--- config.mk ---
export PLATFORM = sky130hd
export DESIGN_NAME = id_stage_flat
export DESIGN_NICKNAME = d
export VERILOG_FILES = /design/src/rtl/id_stage_if.sv /design/src/rtl/id_stage.sv /design/src/flat_wrapper.sv
export SDC_FILE = /design/constraint.sdc
export NUM_CORES = 1
export LEC_CHECK = 0
export ABC_AREA = 1
export BUFFER_PORTS_ARGS = -buffer_cell sky130_fd_sc_hd__buf_2
export CAP_MARGIN = 20
export CORE_AREA = 2 2 129 131
export CTS_CLUSTER_DIAMETER = 120
export CTS_CLUSTER_SIZE = 12
export DETAILED_ROUTE_END_ITERATION = 7
export DIE_AREA = 0 0 131 133
export PLACE_DENSITY = 0.79
export SLEW_MARGIN = 20
export SYNTH_ARGS = -nofsm -noshare
export SYNTH_HDL_FRONTEND = slang
export SYNTH_SLANG_ARGS = --single-unit
--- constraint.sdc ---
create_clock -name clk -period 1.8 [get_ports clk]
set_input_delay 0.09 -clock clk [delete_from_list [all_inputs] [get_ports clk]]
set_output_delay 0.09 -clock clk [all_outputs]
set_load 0.01 [all_outputs]
--- src/rtl/id_stage_if.sv ---
// Signal bundle of the decode stage: IF/ID input, register-file read and writeback
// ports, and the ID/EX register outputs. The decode stage sits on the slave side.
interface id_stage_if #(
  parameter int DW = 32,
  parameter int AW = 5
);
  logic          if_valid;
  logic [DW-1:0] if_instr;
  logic [DW-1:0] if_pc;
  logic          ex_hold;
  logic          flush;
  logic          stall;
  logic [AW-1:0] rf_ra1;
  logic [AW-1:0] rf_ra2;
  logic [DW-1:0] rf_rd1;
  logic [DW-1:0] rf_rd2;
  logic          wb_we;
  logic [AW-1:0] wb_wa;
  logic [DW-1:0] wb_wd;
  logic          idex_valid;
  logic [DW-1:0] idex_pc;
  logic [DW-1:0] idex_a;
  logic [DW-1:0] idex_b;
  logic [DW-1:0] idex_imm;
  logic [AW-1:0] idex_rs;
  logic [AW-1:0] idex_rt;
  logic [AW-1:0] idex_dst;
  logic          idex_regwrite;
  logic          idex_memread;
  logic          idex_memwrite;
  logic          idex_alusrc;
  logic          idex_branch;
  logic [3:0]    idex_aluop;

  modport master (
    output if_valid, if_instr, if_pc, ex_hold, flush,
    output rf_rd1, rf_rd2, wb_we, wb_wa, wb_wd,
    input  stall, rf_ra1, rf_ra2,
    input  idex_valid, idex_pc, idex_a, idex_b, idex_imm,
    input  idex_rs, idex_rt, idex_dst,
    input  idex_regwrite, idex_memread, idex_memwrite, idex_alusrc, idex_branch, idex_aluop
  );

  modport slave (
    input  if_valid, if_instr, if_pc, ex_hold, flush,
    input  rf_rd1, rf_rd2, wb_we, wb_wa, wb_wd,
    output stall, rf_ra1, rf_ra2,
    output idex_valid, idex_pc, idex_a, idex_b, idex_imm,
    output idex_rs, idex_rt, idex_dst,
    output idex_regwrite, idex_memread, idex_memwrite, idex_alusrc, idex_branch, idex_aluop
  );
endinterface

--- src/rtl/id_stage.sv ---
// Decode stage: register read with WB bypass, control decode, load-use detection and
// the ID/EX register. Define ID_WB_BYPASS_EN to bypass WB; otherwise a WB hazard stalls.
module id_stage #(
  parameter int DW = 32,
  parameter int AW = 5
) (
  input  logic      clk,
  input  logic      rst_n,
  id_stage_if.slave bus
);

  typedef struct packed {
    logic          valid;
    logic [DW-1:0] pc;
    logic [DW-1:0] a;
    logic [DW-1:0] b;
    logic [DW-1:0] imm;
    logic [AW-1:0] rs;
    logic [AW-1:0] rt;
    logic [AW-1:0] dst;
    logic          regwrite;
    logic          memread;
    logic          memwrite;
    logic          alusrc;
    logic          branch;
    logic [3:0]    aluop;
  } idex_t;

  localparam logic [5:0] OP_RTYPE = 6'h00;
  localparam logic [5:0] OP_ADDI  = 6'h08;
  localparam logic [5:0] OP_LW    = 6'h23;
  localparam logic [5:0] OP_SW    = 6'h2B;
  localparam logic [5:0] OP_BEQ   = 6'h04;

  idex_t idex_q, idex_d;

  logic [5:0]    opcode, funct;
  logic [AW-1:0] rs, rt, rd;
  logic [DW-1:0] imm_sext;

  assign opcode   = bus.if_instr[31:26];
  assign funct    = bus.if_instr[5:0];
  assign rs       = AW'(bus.if_instr[25:21]);
  assign rt       = AW'(bus.if_instr[20:16]);
  assign rd       = AW'(bus.if_instr[15:11]);
  assign imm_sext = {{(DW-16){bus.if_instr[15]}}, bus.if_instr[15:0]};

  assign bus.rf_ra1 = rs;
  assign bus.rf_ra2 = rt;

  logic          dec_use_rs, dec_use_rt, dec_rw_raw, dec_regwrite;
  logic          dec_memread, dec_memwrite, dec_alusrc, dec_branch;
  logic [3:0]    dec_aluop;
  logic [AW-1:0] dec_dst;

  always_comb begin
    dec_use_rs   = 1'b0;
    dec_use_rt   = 1'b0;
    dec_rw_raw   = 1'b0;
    dec_memread  = 1'b0;
    dec_memwrite = 1'b0;
    dec_alusrc   = 1'b0;
    dec_branch   = 1'b0;
    dec_aluop    = 4'h0;
    dec_dst      = '0;
    case (opcode)
      OP_RTYPE: begin
        dec_use_rs = 1'b1;
        dec_use_rt = 1'b1;
        dec_dst    = rd;
        dec_rw_raw = 1'b1;
        case (funct)
          6'h20:   dec_aluop = 4'h0;
          6'h22:   dec_aluop = 4'h1;
          6'h24:   dec_aluop = 4'h2;
          6'h25:   dec_aluop = 4'h3;
          6'h2A:   dec_aluop = 4'h4;
          default: begin
            dec_aluop  = 4'hF;
            dec_rw_raw = 1'b0;
          end
        endcase
      end
      OP_ADDI: begin
        dec_use_rs = 1'b1;
        dec_dst    = rt;
        dec_rw_raw = 1'b1;
        dec_alusrc = 1'b1;
      end
      OP_LW: begin
        dec_use_rs  = 1'b1;
        dec_dst     = rt;
        dec_rw_raw  = 1'b1;
        dec_memread = 1'b1;
        dec_alusrc  = 1'b1;
      end
      OP_SW: begin
        dec_use_rs   = 1'b1;
        dec_use_rt   = 1'b1;
        dec_memwrite = 1'b1;
        dec_alusrc   = 1'b1;
      end
      OP_BEQ: begin
        dec_use_rs = 1'b1;
        dec_use_rt = 1'b1;
        dec_branch = 1'b1;
        dec_aluop  = 4'h1;
      end
      default: ;
    endcase
  end

  // Writes to r0 are architecturally discarded, so never advertise them downstream.
  assign dec_regwrite = dec_rw_raw && (dec_dst != '0);

  logic          byp1, byp2, wb_hit;
  logic [DW-1:0] op_a, op_b;

`ifdef ID_WB_BYPASS_EN
  assign byp1   = bus.wb_we && (bus.wb_wa == rs);
  assign byp2   = bus.wb_we && (bus.wb_wa == rt);
  assign wb_hit = 1'b0;
`else
  assign byp1   = 1'b0;
  assign byp2   = 1'b0;
  assign wb_hit = bus.if_valid && bus.wb_we && (bus.wb_wa != '0) &&
                  ((dec_use_rs && (rs == bus.wb_wa)) || (dec_use_rt && (rt == bus.wb_wa)));
`endif

  // The register file may return garbage for r0, so zero it here.
  assign op_a = (rs == '0) ? '0 : (byp1 ? bus.wb_wd : bus.rf_rd1);
  assign op_b = (rt == '0) ? '0 : (byp2 ? bus.wb_wd : bus.rf_rd2);

  logic src_hit, lu_load, lu;

  assign src_hit = (dec_use_rs && (rs == idex_q.dst)) || (dec_use_rt && (rt == idex_q.dst));
  assign lu_load = idex_q.valid && idex_q.memread && (idex_q.dst != '0) &&
                   bus.if_valid && src_hit;
  assign lu      = lu_load || wb_hit;

  assign bus.stall = (lu || bus.ex_hold) && !bus.flush;

  function automatic idex_t squash(idex_t x);
    idex_t y = x;
    y.valid    = 1'b0;
    y.regwrite = 1'b0;
    y.memread  = 1'b0;
    y.memwrite = 1'b0;
    y.alusrc   = 1'b0;
    y.branch   = 1'b0;
    y.aluop    = 4'h0;
    return y;
  endfunction

  always_comb begin
    idex_d = idex_q;
    if (bus.flush) begin
      idex_d = squash(idex_q);
    end else if (bus.ex_hold) begin
      idex_d = idex_q;
    end else if (lu) begin
      idex_d = squash(idex_q);
    end else begin
      idex_d.valid    = bus.if_valid;
      idex_d.pc       = bus.if_pc;
      idex_d.a        = op_a;
      idex_d.b        = op_b;
      idex_d.imm      = imm_sext;
      idex_d.rs       = rs;
      idex_d.rt       = rt;
      idex_d.dst      = dec_dst;
      idex_d.regwrite = dec_regwrite;
      idex_d.memread  = dec_memread;
      idex_d.memwrite = dec_memwrite;
      idex_d.alusrc   = dec_alusrc;
      idex_d.branch   = dec_branch;
      idex_d.aluop    = dec_aluop;
      if (!bus.if_valid) idex_d = squash(idex_d);
    end
  end

  always_ff @(posedge clk or negedge rst_n) begin
    if (!rst_n) idex_q <= '0;
    else        idex_q <= idex_d;
  end

  assign bus.idex_valid    = idex_q.valid;
  assign bus.idex_pc       = idex_q.pc;
  assign bus.idex_a        = idex_q.a;
  assign bus.idex_b        = idex_q.b;
  assign bus.idex_imm      = idex_q.imm;
  assign bus.idex_rs       = idex_q.rs;
  assign bus.idex_rt       = idex_q.rt;
  assign bus.idex_dst      = idex_q.dst;
  assign bus.idex_regwrite = idex_q.regwrite;
  assign bus.idex_memread  = idex_q.memread;
  assign bus.idex_memwrite = idex_q.memwrite;
  assign bus.idex_alusrc   = idex_q.alusrc;
  assign bus.idex_branch   = idex_q.branch;
  assign bus.idex_aluop    = idex_q.aluop;

endmodule
--- src/flat_wrapper.sv ---
// flat-port wrapper written by rule: the top's interface ports become plain ports
module id_stage_flat 
#(
  parameter int DW = 32,
  parameter int AW = 5
)
  (clk, rst_n, bus_if_valid, bus_if_instr, bus_if_pc, bus_ex_hold, bus_flush, bus_rf_rd1, bus_rf_rd2, bus_wb_we, bus_wb_wa, bus_wb_wd, bus_stall, bus_rf_ra1, bus_rf_ra2, bus_idex_valid, bus_idex_pc, bus_idex_a, bus_idex_b, bus_idex_imm, bus_idex_rs, bus_idex_rt, bus_idex_dst, bus_idex_regwrite, bus_idex_memread, bus_idex_memwrite, bus_idex_alusrc, bus_idex_branch, bus_idex_aluop);
  id_stage_if #(.DW(DW), .AW(AW)) bus_i ();
  input  logic clk;
  input  logic rst_n;
  input wire logic [$bits(bus_i.if_valid)-1:0] bus_if_valid;
  input wire logic [$bits(bus_i.if_instr)-1:0] bus_if_instr;
  input wire logic [$bits(bus_i.if_pc)-1:0] bus_if_pc;
  input wire logic [$bits(bus_i.ex_hold)-1:0] bus_ex_hold;
  input wire logic [$bits(bus_i.flush)-1:0] bus_flush;
  input wire logic [$bits(bus_i.rf_rd1)-1:0] bus_rf_rd1;
  input wire logic [$bits(bus_i.rf_rd2)-1:0] bus_rf_rd2;
  input wire logic [$bits(bus_i.wb_we)-1:0] bus_wb_we;
  input wire logic [$bits(bus_i.wb_wa)-1:0] bus_wb_wa;
  input wire logic [$bits(bus_i.wb_wd)-1:0] bus_wb_wd;
  output wire logic [$bits(bus_i.stall)-1:0] bus_stall;
  output wire logic [$bits(bus_i.rf_ra1)-1:0] bus_rf_ra1;
  output wire logic [$bits(bus_i.rf_ra2)-1:0] bus_rf_ra2;
  output wire logic [$bits(bus_i.idex_valid)-1:0] bus_idex_valid;
  output wire logic [$bits(bus_i.idex_pc)-1:0] bus_idex_pc;
  output wire logic [$bits(bus_i.idex_a)-1:0] bus_idex_a;
  output wire logic [$bits(bus_i.idex_b)-1:0] bus_idex_b;
  output wire logic [$bits(bus_i.idex_imm)-1:0] bus_idex_imm;
  output wire logic [$bits(bus_i.idex_rs)-1:0] bus_idex_rs;
  output wire logic [$bits(bus_i.idex_rt)-1:0] bus_idex_rt;
  output wire logic [$bits(bus_i.idex_dst)-1:0] bus_idex_dst;
  output wire logic [$bits(bus_i.idex_regwrite)-1:0] bus_idex_regwrite;
  output wire logic [$bits(bus_i.idex_memread)-1:0] bus_idex_memread;
  output wire logic [$bits(bus_i.idex_memwrite)-1:0] bus_idex_memwrite;
  output wire logic [$bits(bus_i.idex_alusrc)-1:0] bus_idex_alusrc;
  output wire logic [$bits(bus_i.idex_branch)-1:0] bus_idex_branch;
  output wire logic [$bits(bus_i.idex_aluop)-1:0] bus_idex_aluop;
  assign bus_i.if_valid = bus_if_valid;
  assign bus_i.if_instr = bus_if_instr;
  assign bus_i.if_pc = bus_if_pc;
  assign bus_i.ex_hold = bus_ex_hold;
  assign bus_i.flush = bus_flush;
  assign bus_i.rf_rd1 = bus_rf_rd1;
  assign bus_i.rf_rd2 = bus_rf_rd2;
  assign bus_i.wb_we = bus_wb_we;
  assign bus_i.wb_wa = bus_wb_wa;
  assign bus_i.wb_wd = bus_wb_wd;
  assign bus_stall = bus_i.stall;
  assign bus_rf_ra1 = bus_i.rf_ra1;
  assign bus_rf_ra2 = bus_i.rf_ra2;
  assign bus_idex_valid = bus_i.idex_valid;
  assign bus_idex_pc = bus_i.idex_pc;
  assign bus_idex_a = bus_i.idex_a;
  assign bus_idex_b = bus_i.idex_b;
  assign bus_idex_imm = bus_i.idex_imm;
  assign bus_idex_rs = bus_i.idex_rs;
  assign bus_idex_rt = bus_i.idex_rt;
  assign bus_idex_dst = bus_i.idex_dst;
  assign bus_idex_regwrite = bus_i.idex_regwrite;
  assign bus_idex_memread = bus_i.idex_memread;
  assign bus_idex_memwrite = bus_i.idex_memwrite;
  assign bus_idex_alusrc = bus_i.idex_alusrc;
  assign bus_idex_branch = bus_i.idex_branch;
  assign bus_idex_aluop = bus_i.idex_aluop;
  id_stage #(.DW(DW), .AW(AW)) u_core (.clk(clk), .rst_n(rst_n), .bus(bus_i));
endmodule
==> flow_summary.toml, run 1 <==
[critical_path]
reg2reg_from = "u_core.bus.idex_dst[2]"
ff2ff_path_depth = 14
r2r_slack_ns = -0.22
max_stage_delay_ns = 0.43
path_class = "reg -> reg"
path_cells = "buf_6, xor2_2, nor2_2, nand3_2, nand2_2, nand2_2, nand3_4, nor2_4, buf_6, buf_6, clkbuf_16, buf_6, nand2_1, nand2_1"
crit_end = "u_core.bus.idex_b[6]"
cpMostUsedCell = "buf_6"
critPathLaunchType = "register"
r2r-end = "u_core.bus.idex_b[6]"
required_ns = 2.11
crit_start = "u_core.bus.idex_dst[2]"
crit_path_top_delay_cell = "dfrtp_2"
cp-end-kind = "register"
cp_max_fo = 4
arrival_ns = 2.33

[route]
route.detailed.drc = 0
wl_per_cell_um = 16.9
ant_nets = 0
drt_pass1_iterations = 5
wl_um = 27100
drt_iter0_drc = 630
via_per_inst = 5.13
routed-via-count = 8240

[clocking]
h-tree-depth = 4
cts_tree = "yes"
clkSinkCount = 137
ctsLongestPathBuffers = 2
cts_made_buffers = 17
worstSkewPairLatency_ns = 0.43
cts_root_buf = "clkbuf_16"
clk_pin_slew_ns = 0.06

[global_route]
grt_start_max_net_pins = 102
overflow = 0
grt_pass1_wl_um = 36100
grt.total_usage = 0.265
antenna_found_initial = 1
grt_pass1_vias = 7460

[synth]
synthSimpleGateAreaFrac = 0.265
ys_types = 26
ys_seq_area_frac = 0.495
syn_area_per_cell_sq_um = 7.47
yosys_warnings = 0
ys_ff_latch = 137
synth.area.mux_share = 0
synth_top_family_by_area = "simple AND/OR/NAND/NOR gates"
synth-adder-area-share = 0
synth_area_sq_um = 6930
synthCells = 927
synth_nets = 1098
synth_compound_area_frac = 0.101
synth_xor_xnor_area_share = 0.0152

[floorplanning]
rows = 47
die_area_sq_um = 17400
core-area_sq_um = 16200
fp.dieW_um = 131
die_y_um = 133
io_pins = 335
start_util = 0.428

[pwr]
irDropWorstVdd_uv = 732
leakage_nw = 6.64
p_per_area_nw_per_um2 = 830
power.total_mw = 9.60

[timing]
tightest_slew_ns = 0.491
post-route-min-period_ns = 2.02
maxSlewViolCount = 0
fmax_mhz = 495
maxSlewHeadroom = 0.673
layout_setup_ws_ns = -0.220
setup_viol = 133
fin_skew_ns = 0.00962
rsz0062_at_grt = "yes"
layout_worst_path_cycle_share = 1.12
hold_ws_ns = 0.126
final-hold-violation-count = 0

[layout]
synthToLayoutAreaGrowth_pct = 66.9
final_nets = 1544
design_area_sq_um = 11600
fin_util = 0.715
drive_gt1_frac = 0.368

[worst_hold_path]
hp-class = "in -> reg"
hold-path-cell-count = 4

[placement]
gp_congestion = 0.865
place_area_sq_um = 8730
hpwl_um = 14100
io_buffers = 302
place_worst_setup_slack_ns = -0.152

[run_status]
violations = "setup timing"
status = "finished, violations left"

[job]
max-cap-violations = 0
[cell usage after synthesis]
cell type | number | area [sq um]
nand2_1 | 380 | 1430
dfrtp_1 | 137 | 3430
o21ai_0 | 110 | 551
inv_1 | 102 | 383
buf_4 | 37 | 278
nor2_1 | 33 | 124
nand3_1 | 27 | 135
clkbuf_1 | 26 | 97.6
o21ai_1 | 18 | 90.1
buf_2 | 8 | 40.0
xor2_1 | 7 | 61.3
a21oi_1 | 5 | 25.0
buf_6 | 5 | 56.3
nor2_2 | 5 | 31.3
xnor2_1 | 5 | 43.8
nand4_1 | 4 | 25.0
nor3_1 | 4 | 20.0
nand3_2 | 3 | 30.0
a21boi_0 | 2 | 15.0
a31oi_1 | 2 | 12.5
nand2_2 | 2 | 12.5
and3_1 | 1 | 6.26
nand2_4 | 1 | 11.3
nor2_4 | 1 | 11.3
nor4_1 | 1 | 6.26
o211ai_1 | 1 | 7.51
[per-stage QoR]
step	TNS (ns)	std cells
5_1_grt	-31.16	1607
2_1_floorplan	0	927
3_5_place_dp	-11.17	1414
4_1_cts	-7.32	1570
6_report	-16.86	1607
3_3_place_gp	-5.86	1414
[logic make-up (layout without fill, tap and decap cells)]
family	Yosys count	count (layout)
xor+xnor	12	12
compound gates	138	138
other cells	0	1
simple gates	462	462
flops	137	137
buf+inv	178	637
[critical path, delay by kind of cell (launching register included)]
kind	cells	cell delay, ns
simple gates	8	0.69
buf+inv	5	0.64
flops	1	0.43
xor+xnor	1	0.14
[cell usage in the layout (no fill, tap or decap), types with 2 or more instances in the layout]
master,count
buf_2,300
a21oi_1,5
a21boi_0,2
o21ai_2,14
dfrtp_2,3
a31oi_1,2
clkinvlp_4,3
dfrtp_1,134
buf_4,34
nor2_1,28
nand3_4,2
xnor2_1,5
clkinv_2,3
inv_6,2
nor2_4,2
nand2_2,43
nand2_1,323
nor3_1,3
nand3_2,5
nand3_1,23
inv_1,101
dlygate4sd3_1,122
buf_6,16
xor2_1,6
o21ai_1,37
nand2_4,17
clkbuf_16,33
bufinv_16,4
nand4_1,4
buf_12,14
o21ai_0,77
nor2_2,9
[final cells by class]
type,instances,area (sq um)
repair buffers,503,3850
multi-input cells,612,2990
well taps,220,275
clock buffers,18,429
diodes,1,2.50
inverters,102,383
clock inverters,14,195
fillers,1098,4610
flip-flops and latches,137,3430
[what timing repair did]
action / in CTS / in global routing
gates cloned: 0 / 21
setup buffers: 2 / 15
resized for setup: 2 / 150
endpoints found under the hold margin: 240 / 0
hold buffers: 122 / 0
pin swaps: 2 / 17
endpoints found under the setup margin: 119 / 138
[sequential cells by signal (all words and copies together) (netlist names), 4 cells and up]
name and flops:
u_core.bus.idex_a 32, u_core.bus.idex_b 32, u_core.bus.idex_pc 32, u_core.bus.idex_imm 16
u_core.bus.idex_dst 5, u_core.bus.idex_rs 5, u_core.bus.idex_rt 5, u_core.bus.idex_aluop 4
[power breakdown]
part	switching (mW)	internal, mW
clock network	1.43	2.33
logic	1.19	1.01
registers	0.207	3.43
total	2.82	6.77
[worst min-delay path by stage]
stage                                 from                      end
after floorplan                      rst_n     u_core.bus.idex_a[0]
after global placement               rst_n    u_core.bus.idex_b[27]
after detailed placement             rst_n   u_core.bus.idex_imm[1]
after CTS                     bus_if_valid    u_core.bus.idex_valid
after global routing          bus_if_valid  u_core.bus.idex_memread
final                     bus_if_instr[20]    u_core.bus.idex_rt[4]
[metal layers]
layer	wire length (um)	track usage	part of all wire
met5	0	0	0
met4	1340	0.135	0.049
met2	13400	0.442	0.49
met3	2520	0.0809	0.093
met1	9890	0.304	0.36
Note: power is estimated with default switching activity, not from simulation.
==> inputs of run 2 (changes only) <==
--- a/constraint.sdc
+++ b/constraint.sdc
@@ -3,2 +3,2 @@
 set_output_delay 0.09 -clock clk [all_outputs]
-set_load 0.01 [all_outputs]
+set_load 0.05 [all_outputs]
==> run 2 against run 1 <==
Compared with the run above: sequential cell count did not move; clock power down 2%; worst setup slack got worse by 0.039 ns; the flow still finishes with violations (setup timing); register-to-register slack about the same; maximum frequency shrank 1.9%; via count shrank 4.8%; non-clock buffer count shrank 28; first-iteration DRC count down 7.0%; sequential share of layout area rose by 1.5 points.
==> flow_summary.toml, run 2 (synthesized netlist as in run 1, its figures left out) <==
[critical_path]
arrival_ns = 1.97
required_ns = 1.71
critPathLaunchType = "register"
cp-end-kind = "output pin"
path_class = "reg -> out"
cp_max_fo = 5

[global_route]
antenna_found_initial = 0
grt_pass1_wl_um = 35800
overflow = 0
grt_pass1_vias = 7393
grt_start_max_net_pins = 100
grt.total_usage = 0.264

[timing]
maxSlewViolCount = 0
fin_skew_ns = 0.0170
maxSlewHeadroom = 0.303
layout_worst_path_cycle_share = 1.14
layout_setup_ws_ns = -0.259
rsz0062_at_grt = "yes"
final-hold-violation-count = 0
tightest_slew_ns = 1.05
post-route-min-period_ns = 2.06
setup_viol = 133
fmax_mhz = 486

[route]
via_per_inst = 4.97
ant_nets = 0
drt_iter0_drc = 586
routed-via-count = 7845
drt_pass1_iterations = 7
wl_per_cell_um = 16.1
route.detailed.drc = 0
wl_um = 25300

[clocking]
ctsLongestPathBuffers = 2
cts_tree = "yes"
worstSkewPairLatency_ns = 0.44
h-tree-depth = 4
cts_made_buffers = 17
clk_pin_slew_ns = 0.06
cts_root_buf = "clkbuf_16"
clkSinkCount = 137

[pwr]
irDropWorstVdd_uv = 662
p_per_area_nw_per_um2 = 969
leakage_nw = 6.35
power.total_mw = 10.7

[placement]
place_inst = 1402
hpwl_um = 13900
io_buffers = 302
gp_congestion = 0.906

[run_status]
status = "finished, violations left"
violations = "setup timing"

[job]
max-cap-violations = 0

[layout]
drive_gt1_frac = 0.326
final_common_cell = "nand2_1"
final_nets = 1516
num_antenna_cells = 0
fin_cells = 1578
synthToLayoutAreaGrowth_pct = 59.0
layout_common_cells = "353 x nand2_1, 299 x buf_2, 132 x dfrtp_1, 122 x dlygate4sd3_1, 99 x inv_1"

[floorplanning]
die_area_sq_um = 17400
io_pins = 335
fp.dieW_um = 131
start_util = 0.428
rows = 47
die_y_um = 133
core-area_sq_um = 16200

[worst_hold_path]
hp-class = "in -> reg"
==> run 2: changes by cell type in the layout (fill, tap and decap cells not counted), moves of 9 or more <==
cell | previous run | this run
buf_4 | 34 | 25
nand2_2 | 43 | 23
nand2_4 | 17 | 7
o21ai_0 | 77 | 58
nand2_1 | 323 | 353
o21ai_1 | 37 | 66
o21ai_2 | 14 | 4
buf_6 | 16 | 6
==> run 2: final cells by class <==
class                   count  area (sq um)
flip-flops and latches    137          3430
repair buffers            475          3480
multi-input cells         612          2820
well taps                 220           275
inverters                 102           383
fillers                  1169          5160
clock inverters            14           184
clock buffers              18           439
==> run 2: path summary, 6_finish.rpt <==
kind | to | start | depth (start not counted) | slack, ns
worst max-delay path | bus_stall | u_core.bus.idex_dst[3] | 11 | -0.26
worst min-delay path | u_core.bus.idex_b[1] | bus_rf_rd2[1] | 5 | 0.001
worst max register to register | u_core.bus.idex_pc[12] | u_core.bus.idex_dst[3] | 15 | -0.23
worst min register to register | u_core.bus.idex_pc[9] | u_core.bus.idex_pc[9] | 2 | 0.47
max in group asynchronous | u_core.bus.idex_dst[2] | rst_n | 3 | 0.94
min in group asynchronous | u_core.bus.idex_a[17] | rst_n | 2 | 0.20
==> run 2: worst max-delay path, cell delays in order (launching register included) <==
cell and delay (ns):
dfrtp_2 0.46, inv_2 0.09, nand2_1 0.06, nand2_1 0.05, nand2_1 0.05, nor2_1 0.12
nand3_1 0.11, nand2_1 0.10, nand2_2 0.06, buf_6 0.12, a31oi_4 0.15, buf_6 0.18
==> run 2: routing by layer <==
| layer | share of wire | track usage |
|---|---|---|
| met1 | 0.39 | 0.305 |
| met2 | 0.48 | 0.447 |
| met3 | 0.085 | 0.0712 |
| met4 | 0.039 | 0.128 |
| met5 | 0 | 0 |
==> run 2: timing repair <==
item	in CTS	in global routing
hold buffers	122	0
setup buffers	8	7
gates cloned	0	11
pin swaps	4	12
gates resized for setup	8	105
endpoints found under the setup margin	131	138
hold endpoints to repair	183	0
==> run 2: through the flow <==
| stage | setup WS (ns) | util | hold WS (ns) | cell area (sq um) | setup TNS, ns |
|---|---|---|---|---|---|
| detailed placement | -0.134 | 0.534 | 0.0608 | 8630 | -9.28 |
| finish | -0.259 | 0.681 | 0.00105 | 11000 | -24.42 |
| global placement | -0.0530 | 0.534 | 0.0630 | 8630 | -1.81 |
| CTS | -0.254 | 0.653 | 0.00290 | 10600 | -22.13 |
| floorplan | 0.0212 | - | -0.206 | 6940 | 0 |
| global route | -0.349 | 0.681 | 0.0420 | 11000 | -38.49 |
==> run 2: power by group <==
part	internal [mW]	switching [mW]	leakage, nW
clock network	2.25	1.45	0.299
logic	0.929	2.41	4.34
registers	3.43	0.198	1.71
